===== src/rtl/pin_sequencer_pkg.sv =====
// Shared constants and types for the per-pin sequencer.
package pin_sequencer_pkg;

  // Register offsets relative to the instance base address
  localparam int unsigned OFF_LOCAL_CMD  = 1;
  localparam int unsigned OFF_DUTY       = 2;
  localparam int unsigned OFF_ANTI       = 3;
  localparam int unsigned OFF_CYCLES     = 4;
  localparam int unsigned OFF_SAMPLE_DIV = 5;
  localparam int unsigned OFF_SAMPLE     = 6;
  localparam int unsigned OFF_STATUS     = 7;

  // Broadcast command codes written to absolute address 0
  localparam int unsigned CMD_START = 1;
  localparam int unsigned CMD_STOP  = 2;

  typedef enum logic [1:0] {
    MODE_OFF    = 2'd0,
    MODE_CONST  = 2'd1,
    MODE_PWM    = 2'd2,
    MODE_SAMPLE = 2'd3
  } mode_e;

  typedef enum logic [4:0] {
    ST_IDLE   = 5'b00001,
    ST_CONST  = 5'b00010,
    ST_HIGH   = 5'b00100,
    ST_LOW    = 5'b01000,
    ST_SAMPLE = 5'b10000
  } state_e;

endpackage


===== src/rtl/pin_sync2.sv =====
// Two-flop synchroniser for the asynchronous pin input.
module pin_sync2 (
  input  logic clk,
  input  logic reset,
  input  logic d,
  output logic q
);

  logic meta;

  // Double-register the input into the clk domain
  always_ff @(posedge clk or negedge reset) begin
    if (!reset) begin
      meta <= 1'b0;
      q    <= 1'b0;
    end else begin
      meta <= d;
      q    <= meta;
    end
  end

endmodule


===== src/rtl/pin_sequencer.sv =====
// Per-pin controller: constant drive, PWM trains, or input sampling.
module pin_sequencer
  import pin_sequencer_pkg::*;
#(
  parameter int unsigned POSITION   = 0,
  parameter int unsigned ADDR_WIDTH = 21,
  parameter int unsigned DATA_WIDTH = 16,
  parameter int unsigned CNT_WIDTH  = 16
) (
  input  logic                  clk,
  input  logic                  reset,
  input  logic [ADDR_WIDTH-1:0] addr,
  input  logic [DATA_WIDTH-1:0] data_in,
  input  logic                  we,
  output logic [DATA_WIDTH-1:0] data_out,
  input  logic                  pin_in,
  output logic                  pin_out,
  output logic                  pin_oe,
  output logic                  busy,
  output logic                  done
);

  localparam int unsigned SHW = $clog2(DATA_WIDTH + 1);

  localparam logic [ADDR_WIDTH-1:0] A_LCMD   = ADDR_WIDTH'(POSITION + OFF_LOCAL_CMD);
  localparam logic [ADDR_WIDTH-1:0] A_DUTY   = ADDR_WIDTH'(POSITION + OFF_DUTY);
  localparam logic [ADDR_WIDTH-1:0] A_ANTI   = ADDR_WIDTH'(POSITION + OFF_ANTI);
  localparam logic [ADDR_WIDTH-1:0] A_CYCLES = ADDR_WIDTH'(POSITION + OFF_CYCLES);
  localparam logic [ADDR_WIDTH-1:0] A_SDIV   = ADDR_WIDTH'(POSITION + OFF_SAMPLE_DIV);
  localparam logic [ADDR_WIDTH-1:0] A_SAMPLE = ADDR_WIDTH'(POSITION + OFF_SAMPLE);
  localparam logic [ADDR_WIDTH-1:0] A_STATUS = ADDR_WIDTH'(POSITION + OFF_STATUS);

  // Programmable registers
  logic [3:0]           local_cmd;
  logic [CNT_WIDTH-1:0] duty, anti, cycles, sample_div;

  // Sequencer state and its next values
  state_e               state, state_nxt;
  logic [CNT_WIDTH-1:0] cnt, cnt_nxt;
  logic [CNT_WIDTH-1:0] per, per_nxt;
  logic [CNT_WIDTH-1:0] div_cnt, div_nxt;
  logic [SHW-1:0]       shifts, shifts_nxt;
  logic [DATA_WIDTH-1:0] sample, sample_nxt;
  logic                 sample_full, full_nxt;
  logic                 inf, inf_nxt;
  logic                 done_nxt;

  logic pin_s;
  logic glob_wr, start, stop;

  assign glob_wr = we && (addr == '0);
  assign start   = glob_wr && (data_in == DATA_WIDTH'(CMD_START));
  assign stop    = glob_wr && (data_in == DATA_WIDTH'(CMD_STOP));

  // Phase length max(v,1) expressed as a down-count terminal value
  function automatic logic [CNT_WIDTH-1:0] load_val(input logic [CNT_WIDTH-1:0] v);
    return (v == '0) ? '0 : v - 1'b1;
  endfunction

  pin_sync2 u_sync (
    .clk   (clk),
    .reset (reset),
    .d     (pin_in),
    .q     (pin_s)
  );

  // Bus-writable registers; read-only offsets and foreign windows are ignored
  always_ff @(posedge clk or negedge reset) begin
    if (!reset) begin
      local_cmd  <= '0;
      duty       <= '0;
      anti       <= '0;
      cycles     <= '0;
      sample_div <= '0;
    end else if (we) begin
      if (addr == A_LCMD)   local_cmd  <= data_in[3:0];
      if (addr == A_DUTY)   duty       <= data_in[CNT_WIDTH-1:0];
      if (addr == A_ANTI)   anti       <= data_in[CNT_WIDTH-1:0];
      if (addr == A_CYCLES) cycles     <= data_in[CNT_WIDTH-1:0];
      if (addr == A_SDIV)   sample_div <= data_in[CNT_WIDTH-1:0];
    end
  end

  // Registered read mux, one cycle of latency
  always_ff @(posedge clk or negedge reset) begin
    if (!reset) begin
      data_out <= '0;
    end else begin
      case (addr)
        A_LCMD:   data_out <= DATA_WIDTH'(local_cmd);
        A_DUTY:   data_out <= DATA_WIDTH'(duty);
        A_ANTI:   data_out <= DATA_WIDTH'(anti);
        A_CYCLES: data_out <= DATA_WIDTH'(cycles);
        A_SDIV:   data_out <= DATA_WIDTH'(sample_div);
        A_SAMPLE: data_out <= sample;
        A_STATUS: data_out <= DATA_WIDTH'({sample_full, busy});
        default:  data_out <= '0;
      endcase
    end
  end

  // Sequencer state register
  always_ff @(posedge clk or negedge reset) begin
    if (!reset) begin
      state       <= ST_IDLE;
      cnt         <= '0;
      per         <= '0;
      div_cnt     <= '0;
      shifts      <= '0;
      sample      <= '0;
      sample_full <= 1'b0;
      inf         <= 1'b0;
      done        <= 1'b0;
    end else begin
      state       <= state_nxt;
      cnt         <= cnt_nxt;
      per         <= per_nxt;
      div_cnt     <= div_nxt;
      shifts      <= shifts_nxt;
      sample      <= sample_nxt;
      sample_full <= full_nxt;
      inf         <= inf_nxt;
      done        <= done_nxt;
    end
  end

  // Next-state logic: START outranks STOP, STOP outranks natural completion
  always_comb begin
    state_nxt  = state;
    cnt_nxt    = cnt;
    per_nxt    = per;
    div_nxt    = div_cnt;
    shifts_nxt = shifts;
    sample_nxt = sample;
    full_nxt   = sample_full;
    inf_nxt    = inf;
    done_nxt   = 1'b0;

    if (start) begin
      case (mode_e'(local_cmd[1:0]))
        MODE_CONST: state_nxt = ST_CONST;
        MODE_PWM: begin
          state_nxt = ST_HIGH;
          cnt_nxt   = load_val(duty);
          per_nxt   = load_val(cycles);
          inf_nxt   = local_cmd[2];
        end
        MODE_SAMPLE: begin
          state_nxt  = ST_SAMPLE;
          div_nxt    = sample_div;
          shifts_nxt = '0;
          sample_nxt = '0;
          full_nxt   = 1'b0;
        end
        default: state_nxt = ST_IDLE;
      endcase
    end else if (stop) begin
      state_nxt = ST_IDLE;
    end else begin
      case (state)
        ST_HIGH: begin
          if (cnt == '0) begin
            state_nxt = ST_LOW;
            cnt_nxt   = load_val(anti);
          end else begin
            cnt_nxt = cnt - 1'b1;
          end
        end
        ST_LOW: begin
          if (cnt != '0) begin
            cnt_nxt = cnt - 1'b1;
          end else if (per == '0 && !inf) begin
            state_nxt = ST_IDLE;
            done_nxt  = 1'b1;
          end else begin
            state_nxt = ST_HIGH;
            cnt_nxt   = load_val(duty);
            if (!inf) per_nxt = per - 1'b1;
          end
        end
        ST_SAMPLE: begin
          if (div_cnt == '0) begin
            div_nxt    = sample_div;
            sample_nxt = {sample[DATA_WIDTH-2:0], pin_s};
            if (!sample_full) begin
              if (shifts == SHW'(DATA_WIDTH - 1)) full_nxt = 1'b1;
              else                                shifts_nxt = shifts + 1'b1;
            end
          end else begin
            div_nxt = div_cnt - 1'b1;
          end
        end
        default: ;
      endcase
    end
  end

  // Pin drive decoded from the current state
  always_comb begin
    pin_oe  = 1'b0;
    pin_out = 1'b0;
    busy    = (state != ST_IDLE);
    case (state)
      ST_CONST: begin
        pin_oe  = 1'b1;
        pin_out = local_cmd[3];
      end
      ST_HIGH: begin
        pin_oe  = 1'b1;
        pin_out = 1'b1;
      end
      ST_LOW: pin_oe = 1'b1;
      default: ;
    endcase
  end

endmodule


===== config.mk =====
export PLATFORM = sky130hd
export DESIGN_NAME = pin_sequencer
export DESIGN_NICKNAME = d
export VERILOG_FILES = /design/src/rtl/pin_sequencer_pkg.sv /design/src/rtl/pin_sync2.sv /design/src/rtl/pin_sequencer.sv
export SDC_FILE = /design/constraint.sdc
export NUM_CORES = 1
export LEC_CHECK = 0
export ABC_AREA = 1
export ABC_CLOCK_PERIOD_IN_PS = 1800
export BUFFER_PORTS_ARGS = -buffer_cell sky130_fd_sc_hd__buf_2
export CAP_MARGIN = 5
export CORE_ASPECT_RATIO = 0.9
export CORE_MARGIN = 1.5
export CORE_UTILIZATION = 30
export DETAILED_ROUTE_END_ITERATION = 7
export PLACE_DENSITY = 0.44
export SYNTH_ARGS = -nofsm -noshare
export SYNTH_HDL_FRONTEND = slang
export SYNTH_HIERARCHICAL = 1
export SYNTH_SLANG_ARGS = --single-unit

===== constraint.sdc =====
create_clock -name clk -period 1.8 [get_ports clk]
set_input_delay 0.36 -clock clk [delete_from_list [all_inputs] [get_ports clk]]
set_output_delay 0.36 -clock clk [all_outputs]
set_load 0.05 [all_outputs]

==> flow_summary_export.csv <==
group,metric,value,unit
status,status,"finished with violations",
status,violations,"setup timing",
power_and_ir_drop,vdd_drop_max,636.4,uV
cells_and_area,final_nets,1856,
logic_synthesis,netlist_area,10280,um^2
setup_path,rrSetupSlack,-0.19,ns
floorplan,die_h,178.6,um
setup_path,slowest_delay,0.55,ns
timing,finalHoldViolations,0,
logic_synthesis,synth_cells,1448,
floorplan,ioPinCount,61,
grt,grt_max_degree,47,
timing,finClkSkew,0.008748,ns
routing,drtAntennaViolNets,0,
power_and_ir_drop,clkPwrFrac,48.9,%
clocking,clock-sinks,163,
timing,worstMarginPinSlew,0.5345,ns
clocking,htree_levels,4,
logic_synthesis,async_flop_share,100.0,%
logic_synthesis,synth_area_leader_cell,"dfrtp_1",
cells_and_area,drive_above_1_share,37.48,%
timing,rsz0062_at_grt,"true",
setup_path,cp_slowest_cell,"dfstp_2",
logic_synthesis,synth_edf_count,0,
setup_path,critPathKind,"reg2out",
logic_synthesis,post-synth-top-count-cell,"nand2_1",
hold_path,hold_path_class,"in2reg",
logic_synthesis,yosys-top-cells-area,"dfrtp_1, nand2_1, nor2_1",
placed_design,place_area,13160,um^2
setup_path,path_delay_family,"flip-flops",
placed_design,port_buffers,60,
grt,grt_pass1_wl,61270,um
setup_path,path_cells,"nor2_2 -> buf_4 -> nand3_2 -> nand2_1 -> inv_2 -> nand2_4 -> buf_8",
timing,relSlewSlack,64.37,%
power_and_ir_drop,p_total,7.757,mW
setup_path,cp-end-kind,"primary output",
routing,finalWirelength,39310,um
power_and_ir_drop,p_seq_share,47.2,%
clocking,tritoncts,"done",
cells_and_area,n_antenna_cell,0,
power_and_ir_drop,comb_power_share,3.9,%
clocking,root_buffer,"clkbuf_16",
power_and_ir_drop,p_int,5.795,mW
logic_synthesis,synth_fp_nets,1500,
timing,holdWs,0.3173,ns
floorplan,start_util,30.34,%
routing,viasPerCell,4.742,
grt,grt_usage,23.32,%
logic_synthesis,yosysUniqueCellTypes,42,
clocking,insertion_delay,0.46,ns
grt,grt_overflow,0,
timing,report.final.slew_viol_count,0,
cells_and_area,fin_util,45.63,%
floorplan,rows,64,
timing,fin_crit_sh,112.0,%
timing,max_freq,496.2,MHz
cells_and_area,fill_cells,3472,
power_and_ir_drop,p_per_area,501.8,nW/um^2
logic_synthesis,ys_warn_count,6,
logic_synthesis,ys_seq_area_share,39.71,%
logic_synthesis,ys_top_cells_by_count,"nand2_1, nor2_1, dfrtp_1",
routing,drc,0,
logic_synthesis,synth.avg_cell_area,7.097,um^2
timing,period_needed,2.015,ns
setup_path,worstPathRequired,1.44,ns
placed_design,dpl_worst_slack,-0.3867,ns
floorplan,coreArea,33870,um^2
cells_and_area,area_delta_synth_final,50.42,%
placed_design,detailed_place_hpwl,29360,um
routing,wl_per_cell,17.25,um
placed_design,post-place-cells,2200,
timing,fin_ws,-0.2152,ns
placed_design,gp_congestion,0.9035,
routing,dr_total_vias,10810,
power_and_ir_drop,p_sw,1.962,mW
grt,antenna_found_initial,0,
routing,dr.pass1.iters,5,
setup_path,worstPathMaxFanout,2,
routing,drtIter0Drc,683,
clocking,clk_pin_slew,0.07,ns
power_and_ir_drop,cellLeakagePower,7.709,nW
setup_path,startpoint_type,"register",
grt,grt_pass1_vias,10600,
power_and_ir_drop,p_sw_share,25.29,%
flow_run,drv_cap,0,
cells_and_area,instances_no_fill,2279,
floorplan,dieArea,35370,um^2
floorplan,die_w,198.1,um
cells_and_area,fin_area,15460,um^2
clocking,clk_path_buf_depth,2,
timing,tns,-3.148,ns
setup_path,worst-path-buf-inv,3,
logic_synthesis,ys_seq_elements,163,
logic_synthesis,ys.flop_type,"dfrtp_1",
logic_synthesis,synth_top_area_share,39.45,%
cells_and_area,multiInputGateArea,6394,um^2
cells_and_area,regArea,4081,um^2
setup_path,arrival,1.66,ns
timing,setup_viol,35,
clocking,numCtsBuffers,17,
## final cells by class
| cell class | count | share of cell area [%] |
|---|---|---|
| multi-input combinational | 1096 | 41.36 |
| sequential | 163 | 26.40 |
| timing repair buffer | 375 | 20.94 |
| inverter | 151 | 3.740 |
| tap | 462 | 3.740 |
| clock buffer | 19 | 2.930 |
| clock inverter | 13 | 0.8823 |
## worst min-delay path, cell delays in order
cell	delay [ns]
buf_2	0.10
inv_2	0.05
buf_4	0.14
o21ai_0	0.09
## final timing paths
kind,depth (start not counted),from,endpoint
max,7,state[0],pin_oe
min,4,data_in[3],sample_div[3]
max reg2reg,15,cnt[1],cnt[0]
min reg2reg,0,u_sync/meta,u_sync/q
max in group asynchronous,3,reset,div_cnt[4]
min in group asynchronous,2,reset,shifts[1]
## power by group through the flow
stage	Sequential (mW)	Combinational (mW)	Clock [mW]
finish	3.66	0.302	3.79
CTS	3.66	0.311	3.88
floorplan	3.73	0.0505	0
detailed placement	3.73	0.307	0
global route	3.66	0.333	4.04
global placement	3.73	0.306	0
## logic make-up (layout without fill, tap and decap cells)
group | Yosys count | after routing | share of synthesized area, %
adder cells (fa/ha/maj) | 11 | 11 | 1.339
flip-flops | 163 | 163 | 39.71
XOR/XNOR | 58 | 58 | 4.943
AND/OR/NAND/NOR | 808 | 808 | 34.21
AO/OA/AOI/OAI | 219 | 219 | 12.05
buffers and inverters | 189 | 558 | 7.744
## sequential cells by signal, indices dropped and copies added, names as in the netlist
| name | count |
|---|---|
| sample_full | 1 |
| div_cnt | 16 |
| cnt | 16 |
| cycles | 16 |
| done | 1 |
| sample | 16 |
| u_sync/q | 1 |
| per | 16 |
| sample_div | 16 |
| data_out | 16 |
| inf | 1 |
| state | 5 |
| duty | 16 |
| anti | 16 |
| u_sync/meta | 1 |
| shifts | 5 |
| local_cmd | 4 |
## placed cells by master, fill, tap and decap left out, types with 18 or more instances in the layout
cell / Yosys / layout
dfrtp_1: 162 / 161
nand2_2: 15 / 50
nor2_4: 8 / 21
nand4_1: 36 / 36
buf_4: 3 / 255
o21ai_2: 18 / 38
buf_12: 0 / 24
o21ai_0: 113 / 95
nor2_2: 10 / 42
buf_6: 8 / 27
o21ai_1: 35 / 31
inv_2: 9 / 24
clkbuf_16: 0 / 18
nand2_4: 2 / 40
buf_2: 11 / 56
inv_1: 141 / 122
nand2_1: 437 / 362
xor2_1: 44 / 43
nand3_1: 82 / 65
nor2_1: 180 / 135
## layer usage
layer	up-vias	GRT usage (%)	wire length [um]
met5	-	0	0
met4	0	5.980	725
met3	39	3.290	1450
met2	205	37.19	17820
met1	5167	33.05	19310
li1	5397	-	-
## what timing repair did
action | 4_1_cts | 5_1_grt
gates resized for setup | 125 | 224
gates cloned | 8 | 2
setup buffers | 24 | 24
endpoints found under the hold margin | 41 | 0
setup endpoints to repair | 58 | 77
pin swaps | 36 | 63
hold buffers | 2 | 0
(Power assumes the default switching activity.)
